===== src/rtl/button_event_queue_pkg.sv =====
// Shared constants and event encoding for the controller button event path.
// Button indices follow the serial reader's bit order.
package button_event_queue_pkg;

  localparam int EVT_W         = 4;
  localparam int EVT_PRESS_BIT = 3;
  localparam int BTN_IDX_W     = 3;
  localparam int NUM_BUTTONS   = 8;

  localparam logic [BTN_IDX_W-1:0] BTN_B      = 3'd0;
  localparam logic [BTN_IDX_W-1:0] BTN_Y      = 3'd1;
  localparam logic [BTN_IDX_W-1:0] BTN_SELECT = 3'd2;
  localparam logic [BTN_IDX_W-1:0] BTN_START  = 3'd3;
  localparam logic [BTN_IDX_W-1:0] BTN_UP     = 3'd4;
  localparam logic [BTN_IDX_W-1:0] BTN_DOWN   = 3'd5;
  localparam logic [BTN_IDX_W-1:0] BTN_LEFT   = 3'd6;
  localparam logic [BTN_IDX_W-1:0] BTN_RIGHT  = 3'd7;

  typedef logic [EVT_W-1:0] evt_t;

  function automatic evt_t make_evt(input logic is_press, input logic [BTN_IDX_W-1:0] idx);
    evt_t e;
    e                 = '0;
    e[BTN_IDX_W-1:0]  = idx;
    e[EVT_PRESS_BIT]  = is_press;
    return e;
  endfunction

endpackage


===== src/rtl/button_event_queue_if.sv =====
// Valid/ready event stream from the button queue to the command sequencer.
interface button_event_queue_if;
  import button_event_queue_pkg::*;

  logic evt_valid;
  evt_t evt_data;
  logic evt_ready;

  modport master (output evt_valid, output evt_data, input evt_ready);
  modport slave  (input evt_valid, input evt_data, output evt_ready);

endinterface


===== src/rtl/button_event_queue_event_fifo.sv =====
// Show-ahead FIFO with occupancy count; a push into a full FIFO is accepted
// only when a pop happens in the same cycle.
module event_fifo #(
  parameter int WIDTH = 4,
  parameter int DEPTH = 8
) (
  input  logic                     clk,
  input  logic                     reset_n,
  input  logic                     push,
  input  logic [WIDTH-1:0]         push_data,
  output logic                     push_ready,
  output logic                     pop_valid,
  output logic [WIDTH-1:0]         pop_data,
  input  logic                     pop_ready,
  output logic [$clog2(DEPTH):0]   count
);
  localparam int AW = $clog2(DEPTH);
  localparam logic [AW:0] FULL_CNT = (AW+1)'(DEPTH);

  // Flop storage keeps the head readable in the same cycle it is written.
  logic [WIDTH-1:0] mem_reg [DEPTH];
  logic [AW-1:0]    wr_ptr_reg, rd_ptr_reg;
  logic [AW:0]      count_reg;
  logic             do_push, do_pop;

  assign pop_valid  = (count_reg != '0);
  assign pop_data   = mem_reg[rd_ptr_reg];
  assign do_pop     = pop_valid && pop_ready;
  assign push_ready = (count_reg != FULL_CNT) || do_pop;
  assign do_push    = push && push_ready;
  assign count      = count_reg;

  always_ff @(posedge clk or negedge reset_n) begin
    if (!reset_n) begin
      wr_ptr_reg <= '0;
      rd_ptr_reg <= '0;
      count_reg  <= '0;
      for (int i = 0; i < DEPTH; i++) mem_reg[i] <= '0;
    end else begin
      if (do_push) begin
        mem_reg[wr_ptr_reg] <= push_data;
        wr_ptr_reg          <= wr_ptr_reg + 1'b1;
      end
      if (do_pop) rd_ptr_reg <= rd_ptr_reg + 1'b1;
      case ({do_push, do_pop})
        2'b10:   count_reg <= count_reg + 1'b1;
        2'b01:   count_reg <= count_reg - 1'b1;
        default: count_reg <= count_reg;
      endcase
    end
  end

endmodule


===== src/rtl/button_event_queue.sv =====
// Per-button frame debounce, pending press/release masks with priority drain,
// feeding an event FIFO toward the command sequencer.
module button_event_queue
  import button_event_queue_pkg::*;
#(
  parameter int DEBOUNCE_FRAMES = 3,
  parameter int FIFO_DEPTH      = 8,
  parameter bit ACTIVE_LOW      = 1'b1
) (
  input  logic                          clk,
  input  logic                          reset_n,
  input  logic [NUM_BUTTONS-1:0]        buttons,
  input  logic                          frame_tick,
  button_event_queue_if.master          evt,
  output logic [$clog2(FIFO_DEPTH):0]   fifo_count,
  output logic                          overflow
);
  localparam logic [3:0] CNT_MAX = 4'(DEBOUNCE_FRAMES - 1);

  logic [NUM_BUTTONS-1:0] raw, edge_det, press_edge, release_edge, busy, collide;
  logic [NUM_BUTTONS-1:0] clr_mask, clr_press, clr_release;
  logic [NUM_BUTTONS-1:0] pend_press_reg, pend_press_next;
  logic [NUM_BUTTONS-1:0] pend_release_reg, pend_release_next;
  logic                   overflow_reg, overflow_next;
  logic                   sel_valid, sel_press, drain, fifo_push_ready;
  logic [BTN_IDX_W-1:0]   sel_idx;
  evt_t                   push_evt;

  assign raw = ACTIVE_LOW ? ~buttons : buttons;

  generate
    for (genvar gi = 0; gi < NUM_BUTTONS; gi++) begin : g_btn
      logic [3:0] cnt_reg;
      logic       deb_reg;

      always_ff @(posedge clk or negedge reset_n) begin
        if (!reset_n) begin
          cnt_reg <= '0;
          deb_reg <= 1'b0;
        end else if (frame_tick) begin
          if (raw[gi] == deb_reg) begin
            cnt_reg <= '0;
          end else if (cnt_reg == CNT_MAX) begin
            deb_reg <= raw[gi];
            cnt_reg <= '0;
          end else begin
            cnt_reg <= cnt_reg + 1'b1;
          end
        end
      end

      assign edge_det[gi] = frame_tick && (raw[gi] != deb_reg) && (cnt_reg == CNT_MAX);
    end
  endgenerate

  assign press_edge   = edge_det & raw;
  assign release_edge = edge_det & ~raw;
  // A button with either bit pending cannot take another edge; the new one is lost.
  assign busy         = pend_press_reg | pend_release_reg;
  assign collide      = edge_det & busy;

  always_comb begin
    sel_valid = 1'b0;
    sel_idx   = '0;
    for (int i = NUM_BUTTONS - 1; i >= 0; i--) begin
      if (busy[i]) begin
        sel_valid = 1'b1;
        sel_idx   = BTN_IDX_W'(i);
      end
    end
  end

  assign sel_press   = pend_press_reg[sel_idx];
  assign drain       = sel_valid && fifo_push_ready;
  assign clr_mask    = drain ? (NUM_BUTTONS'(1) << sel_idx) : '0;
  assign clr_press   = sel_press ? clr_mask : '0;
  assign clr_release = sel_press ? '0 : clr_mask;
  assign push_evt    = make_evt(sel_press, sel_idx);

  assign pend_press_next   = (pend_press_reg & ~clr_press) | (press_edge & ~busy);
  assign pend_release_next = (pend_release_reg & ~clr_release) | (release_edge & ~busy);
  assign overflow_next     = overflow_reg | (|collide);

  always_ff @(posedge clk or negedge reset_n) begin
    if (!reset_n) begin
      pend_press_reg   <= '0;
      pend_release_reg <= '0;
      overflow_reg     <= 1'b0;
    end else begin
      pend_press_reg   <= pend_press_next;
      pend_release_reg <= pend_release_next;
      overflow_reg     <= overflow_next;
    end
  end

  assign overflow = overflow_reg;

  event_fifo #(
    .WIDTH (EVT_W),
    .DEPTH (FIFO_DEPTH)
  ) u_fifo (
    .clk        (clk),
    .reset_n    (reset_n),
    .push       (drain),
    .push_data  (push_evt),
    .push_ready (fifo_push_ready),
    .pop_valid  (evt.evt_valid),
    .pop_data   (evt.evt_data),
    .pop_ready  (evt.evt_ready),
    .count      (fifo_count)
  );

endmodule


===== src/flat_wrapper.sv =====
// flat-port wrapper written by rule: the top's interface ports become plain ports
module button_event_queue_flat import button_event_queue_pkg::*;
#(
  parameter int DEBOUNCE_FRAMES = 3,
  parameter int FIFO_DEPTH      = 8,
  parameter bit ACTIVE_LOW      = 1'b1
)
  (clk, reset_n, buttons, frame_tick, fifo_count, overflow, evt_evt_valid, evt_evt_data, evt_evt_ready);
  button_event_queue_if evt_i ();
  input  logic clk;
  input  logic reset_n;
  input  logic [NUM_BUTTONS-1:0] buttons;
  input  logic frame_tick;
  output logic [$clog2(FIFO_DEPTH):0] fifo_count;
  output logic overflow;
  output wire logic [$bits(evt_i.evt_valid)-1:0] evt_evt_valid;
  output wire logic [$bits(evt_i.evt_data)-1:0] evt_evt_data;
  input wire logic [$bits(evt_i.evt_ready)-1:0] evt_evt_ready;
  assign evt_evt_valid = evt_i.evt_valid;
  assign evt_evt_data = evt_i.evt_data;
  assign evt_i.evt_ready = evt_evt_ready;
  button_event_queue #(.DEBOUNCE_FRAMES(DEBOUNCE_FRAMES), .FIFO_DEPTH(FIFO_DEPTH), .ACTIVE_LOW(ACTIVE_LOW)) u_core (.clk(clk), .reset_n(reset_n), .buttons(buttons), .frame_tick(frame_tick), .evt(evt_i), .fifo_count(fifo_count), .overflow(overflow));
endmodule

===== config.mk =====
export PLATFORM = sky130hd
export DESIGN_NAME = button_event_queue_flat
export DESIGN_NICKNAME = d
export VERILOG_FILES = /design/src/rtl/button_event_queue_pkg.sv /design/src/rtl/button_event_queue_if.sv /design/src/rtl/button_event_queue_event_fifo.sv /design/src/rtl/button_event_queue.sv /design/src/flat_wrapper.sv
export SDC_FILE = /design/constraint.sdc
export NUM_CORES = 1
export LEC_CHECK = 0
export ABC_CLOCK_PERIOD_IN_PS = 6300
export BUFFER_PORTS_ARGS = -buffer_cell sky130_fd_sc_hd__buf_2
export CORE_ASPECT_RATIO = 1.2
export CORE_MARGIN = 1
export CORE_UTILIZATION = 50
export DETAILED_ROUTE_END_ITERATION = 16
export PLACE_DENSITY = 0.67
export SYNTH_ARGS = -nofsm -noshare
export SYNTH_HDL_FRONTEND = slang
export SYNTH_SLANG_ARGS = --single-unit

===== constraint.sdc =====
create_clock -name clk -period 6.3 [get_ports clk]
set_clock_uncertainty 0.2 [all_clocks]
set_input_delay 1.26 -clock clk [delete_from_list [all_inputs] [get_ports clk]]
set_output_delay 1.26 -clock clk [all_outputs]
set_load 0.01 [all_outputs]

==> results.toml <==
[sta]
timing.final.crit_share_pct = 56.1
holdWs_ns = 0.288
max_freq_mhz = 283
setup_slack_ns = 2.77
tightest_slew_ns = 0.996
hold_viol = 0
max-slew-margin-rel_pct = 33.2
fin_tns_setup_ns = 0
fin_crit_ns = 3.53
grt_setup_unrepaired = "false"
finalSetupViolCount = 0
drv_slew = 0

[global_route]
antenna_found_initial = 0
grt_pass1_vias = 3679
grt.total_usage_pct = 21.0
grt_max_degree = 57
grt_overflow_total = 0
grt_pass1_wl_um = 17400

[layout]
layout_common_cells = "dfrtp_1, nand2_1, o21ai_0"
syn_to_final_growth_pct = 10.1
diodes = 0
drive_gt1_share_pct = 16.7
fin_util_pct = 56.6
nNetsFinal = 544
final_common_cell = "dfrtp_1"

[yosys]
yosys-top-cells-area = "dfrtp_1, mux2_2, ha_1"
yosysUniqueCellTypes = 51
seq_area_frac_synth_pct = 48.1
synthesis.nets = 522
ys_ff_latch = 99
async_flop_share_pct = 100
synth_top_cell_by_area = "dfrtp_1"
syn_area_mm2 = 0.00515
synth_ff_type = "dfrtp_1"
ys_warn_count = 0
synth_top_area_share_pct = 48.1
syn_inst = 488
postSynthAreaPerCell_um2 = 10.5
synth-edff-count = 0

[power]
power_mw = 2.97
p_clk_share_pct = 17.6
p_int_mw = 1.76
p_sw_mw = 1.21
leakage_nw = 2.55
ir_drop_v = 0.000266
seq_power_share_pct = 38.0
power_density_mw_per_mm2 = 524
netSwitchingFraction_pct = 40.6
comb_power_share_pct = 44.4

[setup_path]
max_stage_delay_ns = 0.72
criticalPathCategory = "flip-flop to primary output"
cp.depth = 3
r2r_cells = 11
crit_slowest_cell = "dfrtp_1"
arrival_ns = 2.07
cp_cell_sequence = "mux4_2 -> mux2_2 -> buf_2"
cp_top_family = "multiplexers"
cp-startpoint = "u_core.u_fifo.rd_ptr_reg[0]"
crit_path_end = "evt_evt_data[2]"
cp_max_fo = 10
reg2reg_slack_ns = 3.08
required_ns = 4.84
regToRegEndpoint = "u_core.u_fifo.count[3]"
worstReg2RegStart = "u_core.pend_press_reg[3]"
crit_buf_inv = 1
critical_path.startpoint_type = "flip-flop"
end_kind = "primary output"

[floorplanning]
rows = 40
io_pins = 22
core-area_mm2 = 0.0100
fp.dieH_um = 113
design.die.area_mm2 = 0.0107
chipWidth_um = 94.6
initial_core_util_pct = 51.4

[drt]
drtIter0Drc = 160
ant_nets = 0
drt_first_pass_iters = 4
wl_per_cell_um = 15.6
drcViolationCount = 0
wl_um = 9990
dr_total_vias = 3727
via_per_inst = 5.81

[clock_tree]
cts.sinks = 99
clk_pin_slew_ns = 0.07
h-tree-depth = 3
clk_latency_ns = 0.34
postCtsSetupBuffers = 0
cts_root_buffer = "clkbuf_16"
cts_hold_buffers = 0
cts_tree = "done"
cts_buffers = 9
cts_max_path_buffers = 2
cts_resized = 0

[placement]
io_buffers = 21
routabilityCongestion = 0.873
pre_cts_slack_ns = 2.64
hpwl_um = 7230

[min_path]
hp-class = "flip-flop to flip-flop"

[run]
drv_cap = 0

[status]
status = "complete, no violations"
-- final cells by class --
class	instances	area, µm²
clock buffers	12	256
fillers	884	4350
repair buffers	22	115
well taps	126	158
inverters	35	131
multi-input cells	343	2490
clock inverters	4	33.8
flip-flops and latches	99	2480
-- power groups by stage --
stage | Clock, mW | Sequential [mW] | Combinational, mW
2_1_floorplan | 0 | 1.05 | 1.04
3_3_place_gp | 0 | 1.12 | 1.28
3_5_place_dp | 0 | 1.14 | 1.32
4_1_cts | 0.543 | 1.13 | 1.33
5_1_grt | 0.571 | 1.17 | 1.48
6_report | 0.523 | 1.13 | 1.32
-- worst min-delay path by stage --
| stage | from | endpoint | depth (start not counted) |
|---|---|---|---|
| after floorplan | u_core.u_fifo.mem_reg[12] | u_core.u_fifo.mem_reg[12] | 2 |
| after global placement | u_core.g_btn[3].cnt_reg[3] | u_core.g_btn[3].cnt_reg[3] | 1 |
| after detailed placement | u_core.g_btn[6].cnt_reg[3] | u_core.g_btn[6].cnt_reg[3] | 1 |
| after CTS | u_core.g_btn[4].cnt_reg[3] | u_core.g_btn[4].cnt_reg[3] | 1 |
| after global routing | u_core.g_btn[1].cnt_reg[3] | u_core.g_btn[1].cnt_reg[3] | 1 |
| final | u_core.g_btn[1].cnt_reg[3] | u_core.g_btn[1].cnt_reg[3] | 1 |
-- cells in the mapped netlist, types with 2 or more instances --
cell type,instances
nand2b_1,9
mux2_1,4
and3_1,9
nor2_1,25
ha_1,21
o22ai_1,9
o21ai_0,43
nand3b_1,4
a21oi_1,9
and2_1,4
nor3b_1,7
clkbuf_1,7
mux4_2,8
buf_2,3
or4b_1,2
a31oi_2,2
nor3_1,6
a211oi_1,2
xor2_1,3
inv_1,33
mux2_2,30
o41ai_1,4
or4_1,3
a21o_1,2
nand3_1,16
inv_2,2
mux2i_1,12
dfrtp_1,99
nand2_1,54
nand4_1,3
o31ai_1,8
a31oi_1,12
or2_2,2
xnor2_1,14
-- layer usage --
| layer | wire length (µm) | track usage [%] | part of all wire (%) |
|---|---|---|---|
| met5 | 0 | 0 | 0 |
| met3 | 256 | 4.03 | 2.6 |
| met2 | 5040 | 34.5 | 50 |
| met1 | 4470 | 26.7 | 45 |
| met4 | 229 | 9.49 | 2.3 |
-- per-stage QoR --
| step | area, µm² | instances |
|---|---|---|
| after floorplan | 5150 | 488 |
| after detailed placement | 5370 | 625 |
| final | 5660 | 641 |
| after global routing | 5660 | 641 |
| after CTS | 5660 | 641 |
| after global placement | 5370 | 625 |
-- kinds of logic (layout without fill, tap and decap cells) --
group                      after synthesis  count (layout)  synth area share [%]
xor gates and xnor gates                17              17                  2.89
and+or+nand+nor                        150             150                  14.7
DFF                                     99              99                  48.1
adders and majority gates               22              22                  5.49
buffers and inverters                   46              73                  3.43
muxes                                   54              54                  13.3
AOI/OAI and AO/OA                      100             100                  12.1
No activity file was read; power rests on OpenSTA's default activity.
